**src/rtl/hazard_ctrl_unit.sv**
```systemverilog
`default_nettype none
// ============================================================================
//  Module   : hazard_ctrl_unit
//  Purpose  : Stall / flush / forwarding controller for a 5-stage RV32I
//             pipeline. Shadows the EX, MEM and WB stage metadata and derives
//             operand forwarding selects, ID-stage WB bypass, load-use (or
//             full RAW) interlocks, redirect flushes and a global freeze while
//             the data memory is busy. Also counts stall cycles, accepted
//             redirects and retired instructions.
//  Ports    :
//    i_clk, i_reset             clock, synchronous active-high reset
//    i_id_*                     ID-stage instruction metadata
//    i_ex_redirect              branch taken / jump resolved in EX
//    i_mem_busy                 data memory not ready (freeze everything)
//    o_pc_write, o_ifid_write   front-end update enables
//    o_ifid_flush, o_idex_flush NOP injection into IF/ID and ID/EX
//    o_ex_fwd_a/b               00 regfile, 01 EX/MEM result, 10 WB data
//    o_id_bypass_a/b            ID operand read replaced by WB write data
//    o_stall_cycles, o_flush_count, o_retired   wrapping event counters
//  Revision : 1.0  initial release
// ============================================================================
module hazard_ctrl_unit #(
    parameter int REG_ADDR_W = 5,
    parameter int FWD_ENABLE = 1,
    parameter int CNT_WIDTH  = 32
) (
    input  logic                  i_clk,
    input  logic                  i_reset,
    input  logic                  i_id_valid,
    input  logic [REG_ADDR_W-1:0] i_id_rs1,
    input  logic [REG_ADDR_W-1:0] i_id_rs2,
    input  logic                  i_id_uses_rs1,
    input  logic                  i_id_uses_rs2,
    input  logic [REG_ADDR_W-1:0] i_id_rd,
    input  logic                  i_id_reg_write,
    input  logic                  i_id_is_load,
    input  logic                  i_ex_redirect,
    input  logic                  i_mem_busy,
    output logic                  o_pc_write,
    output logic                  o_ifid_write,
    output logic                  o_ifid_flush,
    output logic                  o_idex_flush,
    output logic [1:0]            o_ex_fwd_a,
    output logic [1:0]            o_ex_fwd_b,
    output logic                  o_id_bypass_a,
    output logic                  o_id_bypass_b,
    output logic [CNT_WIDTH-1:0]  o_stall_cycles,
    output logic [CNT_WIDTH-1:0]  o_flush_count,
    output logic [CNT_WIDTH-1:0]  o_retired
);

    localparam logic [1:0] c_FWD_RF  = 2'b00;
    localparam logic [1:0] c_FWD_MEM = 2'b01;
    localparam logic [1:0] c_FWD_WB  = 2'b10;

    // ------------------------------------------------------------------
    // Stage metadata shadow. EX also keeps its source operands so the
    // forwarding selects can be formed for the instruction executing now.
    // WB needs no load flag: WB data is always final.
    // ------------------------------------------------------------------
    logic                  r_ex_valid, r_ex_rw, r_ex_load, r_ex_use1, r_ex_use2;
    logic [REG_ADDR_W-1:0] r_ex_rd, r_ex_rs1, r_ex_rs2;
    logic                  r_mem_valid, r_mem_rw, r_mem_load;
    logic [REG_ADDR_W-1:0] r_mem_rd;
    logic                  r_wb_valid, r_wb_rw;
    logic [REG_ADDR_W-1:0] r_wb_rd;

    logic [CNT_WIDTH-1:0]  r_stall_cycles, r_flush_count, r_retired;

    // A producer slot only counts when it really writes a non-x0 register
    // that the consumer actually reads.
    function automatic logic f_match(
        input logic                  valid,
        input logic                  reg_write,
        input logic [REG_ADDR_W-1:0] rd,
        input logic [REG_ADDR_W-1:0] rs,
        input logic                  uses
    );
        return valid & reg_write & (rd != '0) & (rd == rs) & uses;
    endfunction

    logic w_ex_m1, w_ex_m2, w_mem_m1, w_mem_m2, w_wb_m1, w_wb_m2;

    assign w_ex_m1  = f_match(r_ex_valid,  r_ex_rw,  r_ex_rd,  i_id_rs1, i_id_uses_rs1);
    assign w_ex_m2  = f_match(r_ex_valid,  r_ex_rw,  r_ex_rd,  i_id_rs2, i_id_uses_rs2);
    assign w_mem_m1 = f_match(r_mem_valid, r_mem_rw, r_mem_rd, i_id_rs1, i_id_uses_rs1);
    assign w_mem_m2 = f_match(r_mem_valid, r_mem_rw, r_mem_rd, i_id_rs2, i_id_uses_rs2);
    assign w_wb_m1  = f_match(r_wb_valid,  r_wb_rw,  r_wb_rd,  i_id_rs1, i_id_uses_rs1);
    assign w_wb_m2  = f_match(r_wb_valid,  r_wb_rw,  r_wb_rd,  i_id_rs2, i_id_uses_rs2);

    logic       w_interlock;
    logic [1:0] w_fwd_a, w_fwd_b;
    logic       w_bypass_a, w_bypass_b;

    generate
        if (FWD_ENABLE != 0) begin : g_fwd
            logic w_fm_a, w_fm_b, w_fw_a, w_fw_b;

            // Only a load in EX cannot be forwarded in time.
            assign w_interlock = r_ex_load & (w_ex_m1 | w_ex_m2);

            // Matches against the instruction currently in EX.
            assign w_fm_a = r_ex_valid & f_match(r_mem_valid, r_mem_rw, r_mem_rd, r_ex_rs1, r_ex_use1);
            assign w_fm_b = r_ex_valid & f_match(r_mem_valid, r_mem_rw, r_mem_rd, r_ex_rs2, r_ex_use2);
            assign w_fw_a = r_ex_valid & f_match(r_wb_valid,  r_wb_rw,  r_wb_rd,  r_ex_rs1, r_ex_use1);
            assign w_fw_b = r_ex_valid & f_match(r_wb_valid,  r_wb_rw,  r_wb_rd,  r_ex_rs2, r_ex_use2);

            // MEM is the younger producer and wins; a MEM load never has
            // its data on the ALU result path, so it is excluded.
            assign w_fwd_a = (w_fm_a & ~r_mem_load) ? c_FWD_MEM :
                             w_fw_a                 ? c_FWD_WB  : c_FWD_RF;
            assign w_fwd_b = (w_fm_b & ~r_mem_load) ? c_FWD_MEM :
                             w_fw_b                 ? c_FWD_WB  : c_FWD_RF;

            // Regfile write and ID read share a cycle; hand WB data to ID.
            assign w_bypass_a = w_wb_m1;
            assign w_bypass_b = w_wb_m2;
        end else begin : g_nofwd
            logic w_unused_nofwd;

            // Without forwarding the consumer waits until the producer has
            // left WB and the register file holds the value.
            assign w_interlock = w_ex_m1 | w_ex_m2 | w_mem_m1 | w_mem_m2 | w_wb_m1 | w_wb_m2;
            assign w_fwd_a     = c_FWD_RF;
            assign w_fwd_b     = c_FWD_RF;
            assign w_bypass_a  = 1'b0;
            assign w_bypass_b  = 1'b0;
            assign w_unused_nofwd = &{1'b0, r_ex_rs1, r_ex_rs2, r_ex_use1, r_ex_use2, r_mem_load};
        end
    endgenerate

    logic w_freeze, w_redirect, w_stall;

    assign w_freeze   = i_mem_busy;
    assign w_redirect = i_ex_redirect & ~i_mem_busy;
    // A redirect squashes the ID instruction anyway, so no stall for it.
    assign w_stall    = w_interlock & i_id_valid & ~i_ex_redirect;

    // Priority: freeze > redirect > stall > normal flow.
    always_comb begin
        o_pc_write   = 1'b1;
        o_ifid_write = 1'b1;
        o_ifid_flush = 1'b0;
        o_idex_flush = 1'b0;
        if (w_freeze) begin
            o_pc_write   = 1'b0;
            o_ifid_write = 1'b0;
        end else if (w_redirect) begin
            o_ifid_flush = 1'b1;
            o_idex_flush = 1'b1;
        end else if (w_stall) begin
            o_pc_write   = 1'b0;
            o_ifid_write = 1'b0;
            o_idex_flush = 1'b1;
        end
    end

    always_ff @(posedge i_clk) begin
        if (i_reset) begin
            r_ex_valid     <= 1'b0;
            r_ex_rw        <= 1'b0;
            r_ex_load      <= 1'b0;
            r_ex_use1      <= 1'b0;
            r_ex_use2      <= 1'b0;
            r_ex_rd        <= '0;
            r_ex_rs1       <= '0;
            r_ex_rs2       <= '0;
            r_mem_valid    <= 1'b0;
            r_mem_rw       <= 1'b0;
            r_mem_load     <= 1'b0;
            r_mem_rd       <= '0;
            r_wb_valid     <= 1'b0;
            r_wb_rw        <= 1'b0;
            r_wb_rd        <= '0;
            r_stall_cycles <= '0;
            r_flush_count  <= '0;
            r_retired      <= '0;
        end else begin
            if (w_stall || w_freeze) begin
                r_stall_cycles <= r_stall_cycles + CNT_WIDTH'(1);
            end
            if (!w_freeze) begin
                r_wb_valid  <= r_mem_valid;
                r_wb_rw     <= r_mem_rw;
                r_wb_rd     <= r_mem_rd;
                r_mem_valid <= r_ex_valid;
                r_mem_rw    <= r_ex_rw;
                r_mem_load  <= r_ex_load;
                r_mem_rd    <= r_ex_rd;
                if (w_redirect || w_stall) begin
                    // Bubble: cleared completely so it can never match.
                    r_ex_valid <= 1'b0;
                    r_ex_rw    <= 1'b0;
                    r_ex_load  <= 1'b0;
                    r_ex_use1  <= 1'b0;
                    r_ex_use2  <= 1'b0;
                    r_ex_rd    <= '0;
                    r_ex_rs1   <= '0;
                    r_ex_rs2   <= '0;
                end else begin
                    r_ex_valid <= i_id_valid;
                    r_ex_rw    <= i_id_reg_write;
                    r_ex_load  <= i_id_is_load;
                    r_ex_use1  <= i_id_uses_rs1;
                    r_ex_use2  <= i_id_uses_rs2;
                    r_ex_rd    <= i_id_rd;
                    r_ex_rs1   <= i_id_rs1;
                    r_ex_rs2   <= i_id_rs2;
                end
                if (r_wb_valid) begin
                    r_retired <= r_retired + CNT_WIDTH'(1);
                end
                if (w_redirect) begin
                    r_flush_count <= r_flush_count + CNT_WIDTH'(1);
                end
            end
        end
    end

    assign o_ex_fwd_a     = w_fwd_a;
    assign o_ex_fwd_b     = w_fwd_b;
    assign o_id_bypass_a  = w_bypass_a;
    assign o_id_bypass_b  = w_bypass_b;
    assign o_stall_cycles = r_stall_cycles;
    assign o_flush_count  = r_flush_count;
    assign o_retired      = r_retired;

endmodule
`default_nettype wire

```
**config.mk**
```make
export PLATFORM = sky130hd
export DESIGN_NAME = hazard_ctrl_unit
export DESIGN_NICKNAME = d
export VERILOG_FILES = /design/src/rtl/hazard_ctrl_unit.sv
export SDC_FILE = /design/constraint.sdc
export NUM_CORES = 1
export LEC_CHECK = 0
export ABC_AREA = 1
export ABC_CLOCK_PERIOD_IN_PS = 1600
export CAP_MARGIN = 30
export CORE_ASPECT_RATIO = 2
export CORE_MARGIN = 1.5
export CORE_UTILIZATION = 40
export DETAILED_ROUTE_END_ITERATION = 10
export PLACE_DENSITY = 0.67
export SYNTH_ARGS = -nofsm -noshare
export SYNTH_HDL_FRONTEND = slang
export SYNTH_SLANG_ARGS = --single-unit
```
**constraint.sdc**
```tcl
create_clock -name i_clk -period 1.6 [get_ports i_clk]
set_input_delay 0.16 -clock i_clk [delete_from_list [all_inputs] [get_ports i_clk]]
set_output_delay 0.16 -clock i_clk [all_outputs]
set_load 0.05 [all_outputs]
```
==> results.txt <==
* Result of the run: complete, but fails checks
* Failing checks: setup timing
* Maximum level of the CTS H-tree: 4
- In this run, distinct cell masters in the synthesized netlist total 43.
- Average instance area after synthesis: 6.20 um^2
- Counting flops with an async set or reset pin after synthesis yields a share of 0%.
- In the synthesized netlist the dominant register cell turns out to be dfxtp_1.
* Worst setup EP type: output pin
* Number of CTS-inserted buffers: 17
- Clock Skew: ~13 ps
- Fraction of post-synthesis cell area in the top cell type by area: 34.4%
* Routed wire length: 28.6 mm
* Worst Setup Path Type: register to output pin
* Clock period minus final worst setup slack: about 2000 ps
- The initial utilization of the core area, before any placement, comes to between 40% and 50%.
* Detail Placement HPWL: 20.3 mm
- Sink count of the clock tree: ~130
* Die area: 0.0200 mm^2
- Number of global-route vias before repair: between 8k and 9k
* Max-slew headroom: approximately 66%
* Syn nets: 1259
* Dominant cells by area after synthesis: dfxtp_1 (34%), nand2_1 (19%), nor2_1 (11%)
- The initial antenna violation count was 0.
- DRC Markers: 0
* Wire length of the first global-routing pass: roughly 43 mm
- At the pin with the least slew margin, the transition time is approximately 500 ps.
- Max FO, Critical Path: 2
* Root Buffer: clkbuf_16
- Synth Instances: between 1k and 1.5k
- The number of placed instances, taps included, is approximately 1.7k.
* Final Slew Violations: 0
* Top cell type by total area after synthesis: dfxtp_1
- The region available for standard cell placement spans ~0.019 mm^2.
* Leakage Power: approximately 4.7 nW
* Dominant cell by count in the synthesized netlist: nand2_1
- The pre-antenna-repair detailed-routing pass consisted of 5 iterations.
* Number of enable-type register cells in the synthesized netlist: 0
- Clock tree from TritonCTS: built
- Commonest cells in the netlist: nand2_1 (388), nor2_1 (222), dfxtp_1 (131)
- At the end of routability-driven placement, the weighted congestion stood at 1.00.
- The worst path uses 124% of the clock period.
* Count of synthesis-stage warnings from yosys: 0
* VDD IR max: about 0.0006 V
- Entering global routing, the biggest net connects 68 pins.
- In this run, synthesis produced a sequential element count of between 100 and 150.
- DRT antenna net count: 0
- STA puts the critical path data required time at ~1400 ps.
- Grt total ovfl: 0
- Using the TritonRoute via totals, the vias-per-cell ratio works out to 5.19.
- Filler cells: 1702
- Inserted Diodes: 0
* Arr. time, crit path: 1830 ps
* Final worst setup slack: -390 ps
* Total power per unit cell area: 751 mW/mm^2
- The tightest min-delay check is of the primary input to register type.
* Number of DRC violations after detailed-routing iteration 0: 430
- Post-synth design cell area: approximately 0.0076 mm^2
- Wire length per cell: between 15 and 20 um
* Final core occ: between 60% and 70%
* Vertical extent of the die: between 150 and 200 um
* # rows: slightly above 70
- Sequential elements use between 30% and 40% of the synthesized area.
* Quantity of I/O buffers inserted on ports: between 100 and 150
* Aggregate global-route resource usage: 27.8%
* Peak Freq: 503 MHz
- The number of failing hold endpoints at the final stage came to 0.
- The worst setup path is launched from a register.
* Count of nets after finishing: 1507
* Finish-stage setup viols: 19
- At the later pin of the worst-skew pair, clock insertion delay measures ~440 ps.
- Leaving out filler cells and counting taps, the final layout contains roughly 1.7k.
* Unrepaired setup endpoints after global routing: true
* Clock input transition at the sequential cells of the worst setup and hold paths: around 70 ps
- Routed vias: 9074
* Fraction of final layout cells sized beyond drive strength 1: between 30% and 40%
- Synthesis-to-layout area growth: 53.6%
- Chip Width: a little over 100 um
* Reported max-cap violation count: 0
- 130 I/O pins were placed.
- No sink is reached through more buffers than the 2 on the longest clock path.
critical path: stages (launching register included):
cell and delay [ps]:
dfxtp_2 340, xor2_2 190, nor4_2 290, buf_4 160
nand3b_1 110, nor2_2 150, buf_12 150
final timing paths:
check,startpoint,end,slack (ps),cells past startpoint
setup / recovery,r_wb_rd[4]$_SDFFE_PP0N_,o_ex_fwd_b[1],-390,6
hold / removal,i_reset,o_stall_cycles[1]$_SDFFE_PP0P_,230,4
setup reg to reg,r_ex_rd[3]$_SDFFE_PP0N_,r_ex_rs2[0]$_SDFFE_PP0N_,-20,12
hold reg to reg,o_retired[10]$_SDFFE_PP0P_,o_retired[10]$_SDFFE_PP0P_,480,2
per-stage QoR:
step / power (W) / setup slack (ps) / setup TNS, ps / area [um^2] / hold WS (ps)
after global placement: 0.00425 / -399 / -22080 / 10000 / 460
after CTS: 0.00866 / -438 / -2990 / 10900 / 230
after floorplan: 0.00389 / 0.360 / 0 / 7790 / 319
after global routing: 0.00907 / -436 / -5130 / 11700 / 257
final: 0.00881 / -390 / -2920 / 11700 / 233
after detailed placement: 0.00425 / -396 / -22700 / 10000 / 462
placed cells by master (no fill, tap or decap), drive strengths merged, types with 13 or more instances in the layout:
master,netlist,layout
o21ai,52,52
a21oi,81,81
buf,15,242
nor3,17,17
nand3,75,75
nand2,397,397
inv,94,97
nand4,16,16
clkdlybuf4s50,0,22
xor2,17,17
xnor2,13,13
nand3b,24,24
nor2,240,240
clkbuf,24,22
dfxtp,131,131
repair_timing:
action / in CTS / in global routing
pin swaps: 21 / 39
hold buffers: 0 / 0
gates cloned: 1 / 5
gates resized for setup: 64 / 178
endpoints found under the setup margin: 43 / 85
setup buffers: 6 / 5
flip-flops by register name, summed over array words and instances, names as in the netlist:
| signal | count |
|---|---|
| o_flush_count | 32 |
| o_retired | 32 |
| o_stall_cycles | 32 |
| r_ex_rd | 5 |
| r_ex_rs1 | 5 |
| r_ex_rs2 | 5 |
| r_mem_rd | 5 |
| r_wb_rd | 5 |
| r_ex_load | 1 |
| r_ex_rw | 1 |
| r_ex_use1 | 1 |
| r_ex_use2 | 1 |
| r_ex_valid | 1 |
| r_mem_load | 1 |
| r_mem_rw | 1 |
| r_mem_valid | 1 |
| r_wb_rw | 1 |
| r_wb_valid | 1 |
cell families (layout without fill, tap and decap cells):
family / Yosys count / in the layout / share of synthesized area (%)
buffers and inverters: 135 / 396 / 7.10
multiplexers: 5 / 5 / 0.656
XOR/XNOR: 30 / 30 / 3.44
adder cells (fa/ha/maj): 3 / 3 / 0.492
AO/OA/AOI/OAI: 148 / 148 / 10.1
AND/OR/NAND/NOR: 780 / 780 / 43.8
flip-flops: 131 / 131 / 34.4
layer usage:
layer	vias up	part of all wire, %	track usage (%)
met5	-	0	0
met4	0	6.8	18.9
met3	110	3.8	4.84
met2	280	54	53.6
met1	4219	35	25.4
li1	4465	-	-
where the power goes:
group          internal [W]  switching, W  total [W]
sequential          0.00332     0.0000912    0.00342
combinational      0.000447      0.000583    0.00103
clock               0.00272       0.00164    0.00437
final cells by class:
type / count / area [um^2] / share of cell area, %
Sequential cell: 131 / 2740 / 23.3
Clock buffer: 18 / 450 / 3.84
Inverter: 96 / 384 / 3.28
Timing Repair Buffer: 268 / 2350 / 20.1
Multi-Input combinational cell: 966 / 5280 / 45.0
Tap cell: 255 / 319 / 2.72
Clock inverter: 14 / 198 / 1.69
Power figures use the tool's default switching activity.
